===== src/rtl/v65C02_pkg.sv =====
// Shared v65C02 bus definitions: UART register offsets, STATUS bit positions and TX FSM states.
// The PARITY state exists only when UART_TX_PARITY_EN is defined.
package v65C02_pkg;

    localparam logic [1:0] UART_DATA   = 2'd0;
    localparam logic [1:0] UART_STATUS = 2'd1;
    localparam logic [1:0] UART_DIVLO  = 2'd2;
    localparam logic [1:0] UART_DIVHI  = 2'd3;

    localparam int ST_FULL  = 0;
    localparam int ST_EMPTY = 1;
    localparam int ST_BUSY  = 2;
    localparam int ST_OVF   = 3;

    typedef enum logic [2:0] {
        S_IDLE   = 3'd0,
        S_START  = 3'd1,
        S_DATA   = 3'd2,
`ifdef UART_TX_PARITY_EN
        S_PARITY = 3'd3,
`endif
        S_STOP   = 3'd4
    } uart_tx_state_t;

endpackage


===== src/rtl/uart_tx_port_if.sv =====
// CPU-side bus of the UART transmitter: block select, write strobe, offset, write data, read data.
interface uart_tx_port_if;
    logic       en_i;
    logic       we_i;
    logic [7:0] addr_i;
    logic [7:0] din_i;
    logic [7:0] dout_o;

    modport master (output en_i, we_i, addr_i, din_i, input dout_o);
    modport slave  (input en_i, we_i, addr_i, din_i, output dout_o);
endinterface


===== src/rtl/uart_tx_port_txfifo.sv =====
// Single-clock transmit FIFO with show-ahead read data; a push while full is taken
// only when a pop happens on the same edge.
module TxFIFO #(
    parameter int DEPTH = 16
) (
    input  logic       clk_i,
    input  logic       rst_i,
    input  logic       push_i,
    input  logic [7:0] din_i,
    input  logic       pop_i,
    output logic [7:0] dout_o,
    output logic       full_o,
    output logic       empty_o
);
    localparam int           AW       = $clog2(DEPTH);
    localparam logic [AW:0]  FULL_CNT = (AW + 1)'(DEPTH);

    logic [7:0]    r_mem [DEPTH];
    logic [AW-1:0] r_wr;
    logic [AW-1:0] r_rd;
    logic [AW:0]   r_count;
    logic          w_push;
    logic          w_pop;

    assign full_o  = (r_count == FULL_CNT);
    assign empty_o = (r_count == '0);
    assign w_pop   = pop_i && !empty_o;
    assign w_push  = push_i && (!full_o || w_pop);
    assign dout_o  = r_mem[r_rd];

    always_ff @(posedge clk_i) begin
        if (w_push) begin
            r_mem[r_wr] <= din_i;
        end
    end

    always_ff @(posedge clk_i) begin
        if (rst_i) begin
            r_wr    <= '0;
            r_rd    <= '0;
            r_count <= '0;
        end else begin
            if (w_push) begin
                r_wr <= r_wr + 1'b1;
            end
            if (w_pop) begin
                r_rd <= r_rd + 1'b1;
            end
            case ({w_push, w_pop})
                2'b10:   r_count <= r_count + 1'b1;
                2'b01:   r_count <= r_count - 1'b1;
                default: r_count <= r_count;
            endcase
        end
    end

endmodule


===== src/rtl/uart_tx_port.sv =====
// Memory-mapped UART transmitter at $9200-$92FF: register decode, bit timer and framing FSM.
// Define UART_TX_PARITY_EN for 8E1 framing; the default build is 8N1.
module uart_tx_port
    import v65C02_pkg::*;
#(
    parameter int          FIFO_DEPTH = 16,
    parameter logic [15:0] DIV_RESET  = 16'd433
) (
    input  logic          clk_i,
    input  logic          rst_i,
    uart_tx_port_if.slave bus,
    output logic          tx_o
);
    logic           w_rd;
    logic           w_wr;
    logic           w_push;
    logic           w_pop;
    logic           w_full;
    logic           w_empty;
    logic           w_busy;
    logic           w_bit_end;
    logic [7:0]     w_fifo_dout;
    logic [7:0]     w_status;
    logic           w_unused_addr;

    logic [15:0]    r_div;
    logic           r_ovf;
    logic [7:0]     r_dout;
    uart_tx_state_t r_state;
    logic [15:0]    r_timer;
    logic [2:0]     r_bitcnt;
    logic [7:0]     r_shift;
    logic           r_tx;
`ifdef UART_TX_PARITY_EN
    logic           r_parity;
`endif

    assign w_unused_addr = &{1'b0, bus.addr_i[7:2]};

    assign w_rd      = bus.en_i && !bus.we_i;
    assign w_wr      = bus.en_i && bus.we_i;
    assign w_push    = w_wr && (bus.addr_i[1:0] == UART_DATA);
    assign w_busy    = (r_state != S_IDLE);
    assign w_bit_end = (r_timer == 16'd0);
    // Popping at the end of the stop bit chains frames without an idle gap.
    assign w_pop     = !w_empty && ((r_state == S_IDLE) || ((r_state == S_STOP) && w_bit_end));

    always_comb begin
        w_status           = 8'h00;
        w_status[ST_FULL]  = w_full;
        w_status[ST_EMPTY] = w_empty;
        w_status[ST_BUSY]  = w_busy;
        w_status[ST_OVF]   = r_ovf;
    end

    TxFIFO #(.DEPTH(FIFO_DEPTH)) u_fifo (
        .clk_i   (clk_i),
        .rst_i   (rst_i),
        .push_i  (w_push),
        .din_i   (bus.din_i),
        .pop_i   (w_pop),
        .dout_o  (w_fifo_dout),
        .full_o  (w_full),
        .empty_o (w_empty)
    );

    always_ff @(posedge clk_i) begin
        if (rst_i) begin
            r_div  <= DIV_RESET;
            r_ovf  <= 1'b0;
            r_dout <= 8'h00;
        end else begin
            if (w_wr && (bus.addr_i[1:0] == UART_DIVLO)) begin
                r_div[7:0] <= bus.din_i;
            end
            if (w_wr && (bus.addr_i[1:0] == UART_DIVHI)) begin
                r_div[15:8] <= bus.din_i;
            end
            if (w_push && w_full && !w_pop) begin
                r_ovf <= 1'b1;
            end else if (w_rd && (bus.addr_i[1:0] == UART_STATUS)) begin
                r_ovf <= 1'b0;
            end
            if (w_rd) begin
                case (bus.addr_i[1:0])
                    UART_STATUS: r_dout <= w_status;
                    UART_DIVLO:  r_dout <= r_div[7:0];
                    UART_DIVHI:  r_dout <= r_div[15:8];
                    default:     r_dout <= 8'h00;
                endcase
            end
        end
    end

    // The line level is registered from the current state, so tx_o trails the FSM by one clock.
    always_ff @(posedge clk_i) begin
        if (rst_i) begin
            r_state  <= S_IDLE;
            r_timer  <= 16'd0;
            r_bitcnt <= 3'd0;
            r_shift  <= 8'h00;
            r_tx     <= 1'b1;
`ifdef UART_TX_PARITY_EN
            r_parity <= 1'b0;
`endif
        end else begin
            case (r_state)
                S_IDLE: begin
                    r_tx <= 1'b1;
                    if (w_pop) begin
                        r_shift  <= w_fifo_dout;
                        r_timer  <= r_div;
                        r_state  <= S_START;
`ifdef UART_TX_PARITY_EN
                        r_parity <= ^w_fifo_dout;
`endif
                    end
                end
                S_START: begin
                    r_tx <= 1'b0;
                    if (w_bit_end) begin
                        r_timer  <= r_div;
                        r_bitcnt <= 3'd0;
                        r_state  <= S_DATA;
                    end else begin
                        r_timer <= r_timer - 16'd1;
                    end
                end
                S_DATA: begin
                    r_tx <= r_shift[0];
                    if (w_bit_end) begin
                        r_timer <= r_div;
                        r_shift <= {1'b0, r_shift[7:1]};
                        if (r_bitcnt == 3'd7) begin
`ifdef UART_TX_PARITY_EN
                            r_state <= S_PARITY;
`else
                            r_state <= S_STOP;
`endif
                        end else begin
                            r_bitcnt <= r_bitcnt + 3'd1;
                        end
                    end else begin
                        r_timer <= r_timer - 16'd1;
                    end
                end
`ifdef UART_TX_PARITY_EN
                S_PARITY: begin
                    r_tx <= r_parity;
                    if (w_bit_end) begin
                        r_timer <= r_div;
                        r_state <= S_STOP;
                    end else begin
                        r_timer <= r_timer - 16'd1;
                    end
                end
`endif
                S_STOP: begin
                    r_tx <= 1'b1;
                    if (w_bit_end) begin
                        if (w_pop) begin
                            r_shift  <= w_fifo_dout;
                            r_timer  <= r_div;
                            r_state  <= S_START;
`ifdef UART_TX_PARITY_EN
                            r_parity <= ^w_fifo_dout;
`endif
                        end else begin
                            r_state <= S_IDLE;
                        end
                    end else begin
                        r_timer <= r_timer - 16'd1;
                    end
                end
                default: begin
                    r_tx    <= 1'b1;
                    r_state <= S_IDLE;
                end
            endcase
        end
    end

    assign bus.dout_o = r_dout;
    assign tx_o       = r_tx;

endmodule


===== src/flat_wrapper.sv =====
// flat-port wrapper written by rule: the top's interface ports become plain ports
module uart_tx_port_flat import v65C02_pkg::*;
#(
    parameter int          FIFO_DEPTH = 16,
    parameter logic [15:0] DIV_RESET  = 16'd433
)
  (clk_i, rst_i, tx_o, bus_en_i, bus_we_i, bus_addr_i, bus_din_i, bus_dout_o);
  uart_tx_port_if bus_i ();
  input  logic clk_i;
  input  logic rst_i;
  output logic tx_o;
  input wire logic [$bits(bus_i.en_i)-1:0] bus_en_i;
  input wire logic [$bits(bus_i.we_i)-1:0] bus_we_i;
  input wire logic [$bits(bus_i.addr_i)-1:0] bus_addr_i;
  input wire logic [$bits(bus_i.din_i)-1:0] bus_din_i;
  output wire logic [$bits(bus_i.dout_o)-1:0] bus_dout_o;
  assign bus_i.en_i = bus_en_i;
  assign bus_i.we_i = bus_we_i;
  assign bus_i.addr_i = bus_addr_i;
  assign bus_i.din_i = bus_din_i;
  assign bus_dout_o = bus_i.dout_o;
  uart_tx_port #(.FIFO_DEPTH(FIFO_DEPTH), .DIV_RESET(DIV_RESET)) u_core (.clk_i(clk_i), .rst_i(rst_i), .bus(bus_i), .tx_o(tx_o));
endmodule

===== config.mk =====
export PLATFORM = sky130hd
export DESIGN_NAME = uart_tx_port_flat
export DESIGN_NICKNAME = d
export VERILOG_FILES = /design/src/rtl/v65C02_pkg.sv /design/src/rtl/uart_tx_port_if.sv /design/src/rtl/uart_tx_port_txfifo.sv /design/src/rtl/uart_tx_port.sv /design/src/flat_wrapper.sv
export SDC_FILE = /design/constraint.sdc
export NUM_CORES = 1
export LEC_CHECK = 0
export CELL_PAD_IN_SITES_DETAIL_PLACEMENT = 2
export CELL_PAD_IN_SITES_GLOBAL_PLACEMENT = 2
export CORE_MARGIN = 3
export CORE_UTILIZATION = 47
export CTS_CLUSTER_SIZE = 8
export DETAILED_ROUTE_END_ITERATION = 16
export GPL_TIMING_DRIVEN = 0
export PLACE_DENSITY_LB_ADDON = 0.15
export SLEW_MARGIN = 10
export SYNTH_ARGS = -nofsm -noshare
export SYNTH_HDL_FRONTEND = slang
export SYNTH_SLANG_ARGS = --single-unit

===== constraint.sdc =====
create_clock -name clk_i -period 7.5 [get_ports clk_i]
set_input_delay 2.25 -clock clk_i [delete_from_list [all_inputs] [get_ports clk_i]]
set_output_delay 2.25 -clock clk_i [all_outputs]
set_load 0.005 [all_outputs]

After elaboration in Yosys (flattened, before gate mapping)
Memory sizes are Yosys's and may differ from the RTL's. A register that Yosys moved wholly into a read port is not among the register bits. Index checks and enable logic that the tools add are counted.

Add/sub/neg operators: 6. Equality and inequality tests: 16. Mux-type cells: 28. Reductions and logical operators: 32.

Operators by type and width (number): $mux 16 (3); $pmux 16 s3 (1); $pmux 8 s3 (2); $mux 3 (8); $mux 8 (3); $logic_not 16->1 (1); $sub 16x1->16 const B (1); $logic_and 1x1->1 (12); $pmux 3 s4 (1); $pmux 5 s2 (1); $reduce_bool 3->1 (3); $add 4x1->4 const B (2); $mux 4 (2); $ne 2x1->1 const B (4); $eq 2x2->1 const B (3); $eq 3x3->1 const B (2); $pmux 3 s2 (1); $reduce_bool 2->1 (3); $add 5x1->5 const B (1); $eq 5x5->1 const B (1); $logic_not 5->1 (1); $mux 1 (5); $reduce_and 5->1 (1); $sub 5x1->5 const B (1); 13 further kinds (19).

Bits in registers: 69. Memory bits (writable): 128. Input port bits: 20. Output and inout bits: 9. Logic and storage cells: 95. Memories: 1.

Memories: u_core.u_fifo.r_mem (words 16, bits a word 8, read ports 1, clocked after Yosys merged registers in 1, wr ports 1, line uart_tx_port_txfifo.sv:18) `logic [7:0] r_mem [DEPTH];`.

Longest topological paths before layout
Word-level depth: 9. Mapped depth: 16. Gate-level depth less buffers: 14.

Cells and area by module
From an unflattened synthesis, not the netlist that was laid out.

Cells, all modules: 656. Area total of the unflattened synthesis: 8725.9 um^2.

Modules (own cells, without submodules): TxFIFO (instances 1, cells an instance 322, area each 5854.4 um^2, seq. area each 4184.0 um^2); uart_tx_port (instances 1, cells an instance 334, area each 2871.5 um^2, seq. area each 1121.1 um^2).

Worst setup path before layout
Ideal clock, no wire load.

Kind: input to register. Start: input port bus_addr_i[1]. End: register u_core.u_fifo.r_count[4]. Setup time: 0.070 ns. Data arrival time: 4.768 ns. Required time: 7.430 ns. Slack: 2.662 ns. Cell stages on the path: 13. Path buffers: 2. Path through: clkbuf_1 > nand4bb_1 > nor2_1 > a31oi_1 > buf_2 > ha_1 > inv_1 > fa_1 > nor2b_1 > o21ai_0 > and3_1 > or4_1 > a21oi_1.

Longest elaborated chain between the ends: 5. Elaborated cells between the ends (all ways): 7. Those cells by class: eq/ne (2); mux (1); reduce/logical (4).

Ends and longest elaborated chain: start: declaration (line flat_wrapper.sv:14) `input wire logic [$bits(bus_i.addr_i)-1:0] bus_addr_i;`; $logic_not 2->1 (*) (line uart_tx_port.sv:42) `assign w_push = w_wr && (bus.addr_i[1:0] == UART_DATA);`; $logic_and 1x1->1 (*) (line uart_tx_port.sv:42); $logic_and 1x1->1 (*) (line uart_tx_port_txfifo.sv:28) `assign w_push = push_i && (!full_o || w_pop);`; $eq 2x1->1 or $eq 2x2->1 (tied branches) (line uart_tx_port_txfifo.sv:49) `case ({w_push, w_pop})`; $pmux 5 s2 or $reduce_bool 2->1 (tied branches); end signal: assignment (line uart_tx_port_txfifo.sv:50) `2'b10: r_count <= r_count + 1'b1;`; end signal: assignment (line uart_tx_port_txfifo.sv:51) `2'b01: r_count <= r_count - 1'b1;`; end signal: assignment (line uart_tx_port_txfifo.sv:52) `default: r_count <= r_count;`; end: declaration (line uart_tx_port_txfifo.sv:21) `logic [AW:0] r_count;`.

Every way passes the cells marked *; elsewhere a longest branch is shown, timed or not. A chain may end at the register's enable or synchronous reset.

Final worst setup path
Start: input port bus_addr_i[0]. End: register u_core.u_fifo.r_count[4].

The elaborated chain is that of the path after synthesis.

==> impl_metrics.tcl <==
set metrics [dict create \
    criticalPathCategory "in -> reg" \
    max_cap_violations 0 \
    async_flop_share_pct 0 \
    maximum_number_of_pins_on_one_net_before_global_route_repair 19 \
    fin_nets 745 \
    port_buffers 21 \
    final_period_minus_worst_setup_slack_ns 5.74 \
    grt_setup_unrepaired "no" \
    clkTransAtPathRegs_ns 0.06 \
    final-setup-viol-count 0 \
    tritoncts.num_buffers 29 \
    final_total_negative_setup_slack_ns 0 \
    routabilityCongestion 0.861 \
    vdd_drop_max_mv 0.279 \
    synth.avg_cell_area_sq_um 13.4 \
    clockBufferDepth 3 \
    die_area_sq_um 20500 \
    tcrit_tclk_final_pct 76.5 \
    synthTopCellsByArea "edfxtp_1, dfxtp_1, mux4_2, mux2i_1, nor2_1" \
    globalRouteTotalUtil_pct 32.4 \
    mappedNetlistNets 691 \
    tritoncts "built" \
    cts_hold_buf 0 \
    synth-edff-count 128 \
    routed_wl_mm 32.7 \
    dpl.hpwl_mm 20.1 \
    post_synth_design_cell_area_sq_um 8830 \
    path_max_fanout 10 \
    achievable-frequency_mhz 174 \
    vias_per_cell 6.71 \
    mapped_cells 658 \
    place_inst 910 \
    status "complete, no violations" \
    yosysTopAreaCell "edfxtp_1" \
    io_pins 29 \
    drt-initial-drc-count 740 \
    layout.area.seq_sq_um 5310 \
    cts_post_setup_buffers_inserted 0 \
    drc_errors_left 0 \
    timing_hold_violations_final 0 \
    flow.area_growth_from_synthesis_pct 15.5 \
    via_count 6473 \
    core_area_sq_um 18200 \
    timing.critical_path.from_type "input pin" \
    sequential_to_total_area_share_from_yosys_stat_pct 60.1 \
    grt_antenna_before_repair 0 \
    crit_arrival_ns 6.21 \
    timing.critical_path.required_ns 7.98 \
    stdcell_count 964 \
    detail_route.first_pass.iterations 5 \
    number_of_filler_instances_in_the_final_layout 1649 \
    post_cts_resize_count 0 \
    worstHoldPathType "reg -> reg" \
    worst_slew_pin_slew_ns 1.02 \
    drt-wirelength-per-cell_microns 33.9 \
    fp-row-count 49 \
    post_route_cells_drive_above_1_share_pct 14.7 \
    worst_slew_margin_rel_pct 31.5 \
    skew_ns 0.0214 \
    clk_root_buffer_cell "clkbuf_16" \
    first_global_vias 7000 \
    grt-ovfl-total 0 \
    whs_ns 0.461 \
    cts_num_sinks 201 \
    initial_core_util_pct 48.5 \
    ys.flop_type "edfxtp_1" \
    multi_input_comb_area_sq_um 3290 \
    clkLatencyLatePin_ns 0.56 \
    totalPowerFinal_w 0.00417 \
    power.static_leakage_nw 3.38 \
    cellPowerDensity_nw_per_um2 409 \
    antenna-diode-count 0 \
    die_w_microns 143 \
    ys_seq_elements 201 \
    netlist-cell-type-count 75 \
    crit_path_end_kind "register" \
    share_of_yosys_cell_area_claimed_by_the_top_area_cell_type_pct 43.5 \
    final_max_slew_viol_count 0 \
    h_tree_level_count 1 \
    die_y_microns 143 \
    yosysWarningCount 0 \
    number_of_nets_still_failing_antenna_checks_after_routing 0 \
    wire_length_of_the_first_global_routing_pass_mm 48.3 \
]
[path summary, 6_finish.rpt]
check | start | endpoint | slack, ns | depth (start not counted)
max | bus_addr_i[0] | u_core.u_fifo.r_count[4] | 1.76 | 13
max reg2reg | u_core.r_timer[0] | u_core.u_fifo.r_count[4] | 3.03 | 16
min | u_core.r_ovf | u_core.r_ovf | 0.46 | 2
min reg2reg | u_core.r_ovf | u_core.r_ovf | 0.46 | 2
[layer usage]
layer / vias up / global-route usage [%] / part of all wire, %
met5: - / 0 / 0
met4: 0 / 13.1 / 4.3
met2: 325 / 53.1 / 49
met1: 3375 / 42.3 / 39
li1: 2672 / - / -
met3: 101 / 6.97 / 7.7
[where the power goes]
part | switching [W] | internal (W)
registers | 0.0000984 | 0.00126
clock network | 0.000527 | 0.000728
logic | 0.000996 | 0.000554
[critical path: stages]
cell and delay (ns):
clkdlybuf4s50_1 0.60, nand4bb_1 0.27, a31oi_1 0.10, a31oi_1 0.50, buf_2 0.41, ha_1 0.31
inv_1 0.13, fa_1 0.45, nor2b_1 0.21, o21ai_0 0.15, and3_1 0.23, or4_1 0.41
a21oi_1 0.18
[sequential cells by signal, summed over array words and instances, names as in the netlist, named ones only]
register / count
u_core.u_fifo.r_mem: 128
u_core.r_div: 16
u_core.r_timer: 16
u_core.bus.dout_o: 8
u_core.r_shift: 8
u_core.u_fifo.r_count: 5
u_core.u_fifo.r_rd: 4
u_core.u_fifo.r_wr: 4
u_core.r_bitcnt: 3
u_core.r_state: 3
u_core.r_ovf: 1
u_core.tx_o: 1
[layout make-up]
class | instances | share of cell area [%]
buffer | 35 | 1.61
timing repair buffer | 23 | 2.21
sequential | 201 | 52.0
clock buffer | 52 | 7.97
tap | 229 | 2.81
multi-input combinational | 399 | 32.2
inverter | 23 | 0.847
clock inverter | 2 | 0.282
[kinds of logic after synthesis]
group,share of synthesized area (%)
AND/OR/NAND/NOR,10.5
AO/OA/AOI/OAI,11.8
flip-flops,60.1
adder cells (fa/ha/maj),1.93
multiplexers,11.6
buffers and inverters,2.83
XOR/XNOR,1.29
[placed cells by master, fill, tap and decap left out, types with 8 or more instances in the layout]
cell             synthesis  final
edfxtp_1               128    128
dfxtp_1                 73     73
nor2_1                  46     46
clkbuf_1                14     37
nand2_1                 36     36
mux4_2                  33     33
a21oi_1                 29     29
clkbuf_16                0     29
inv_1                   21     21
clkdlybuf4s50_1          0     21
mux2i_1                 20     20
a211oi_1                18     18
o21ai_0                 17     17
nor2b_1                 13     13
and2_1                  12     12
nor3_1                  12     12
ha_1                    12     12
a31oi_1                 11     11
buf_1                    9      9
a221o_1                  9      9
buf_2                    8      8
and3_1                   8      8
[through the flow]
step                      utilization [%]  setup slack [ns]  instance area (sq um)
final                                56.0              1.76                  10200
after floorplan                         -              2.66                   8830
after CTS                            56.0              1.86                  10200
after detailed placement             51.4              1.62                   9350
after global placement               51.2              1.67                   9330
after global routing                 56.0              1.62                  10200
[cell usage after synthesis, drive strengths merged, types with 8 or more instances]
library cell,instances
edfxtp,128
dfxtp,73
nor2,48
nand2,36
mux4,33
a21oi,29
inv,22
buf,21
mux2i,20
o21ai,20
a211oi,19
nor3,15
clkbuf,14
nor2b,13
and2,12
ha,12
a31oi,11
a221o,9
and3,8
(Power assumes the default switching activity.)
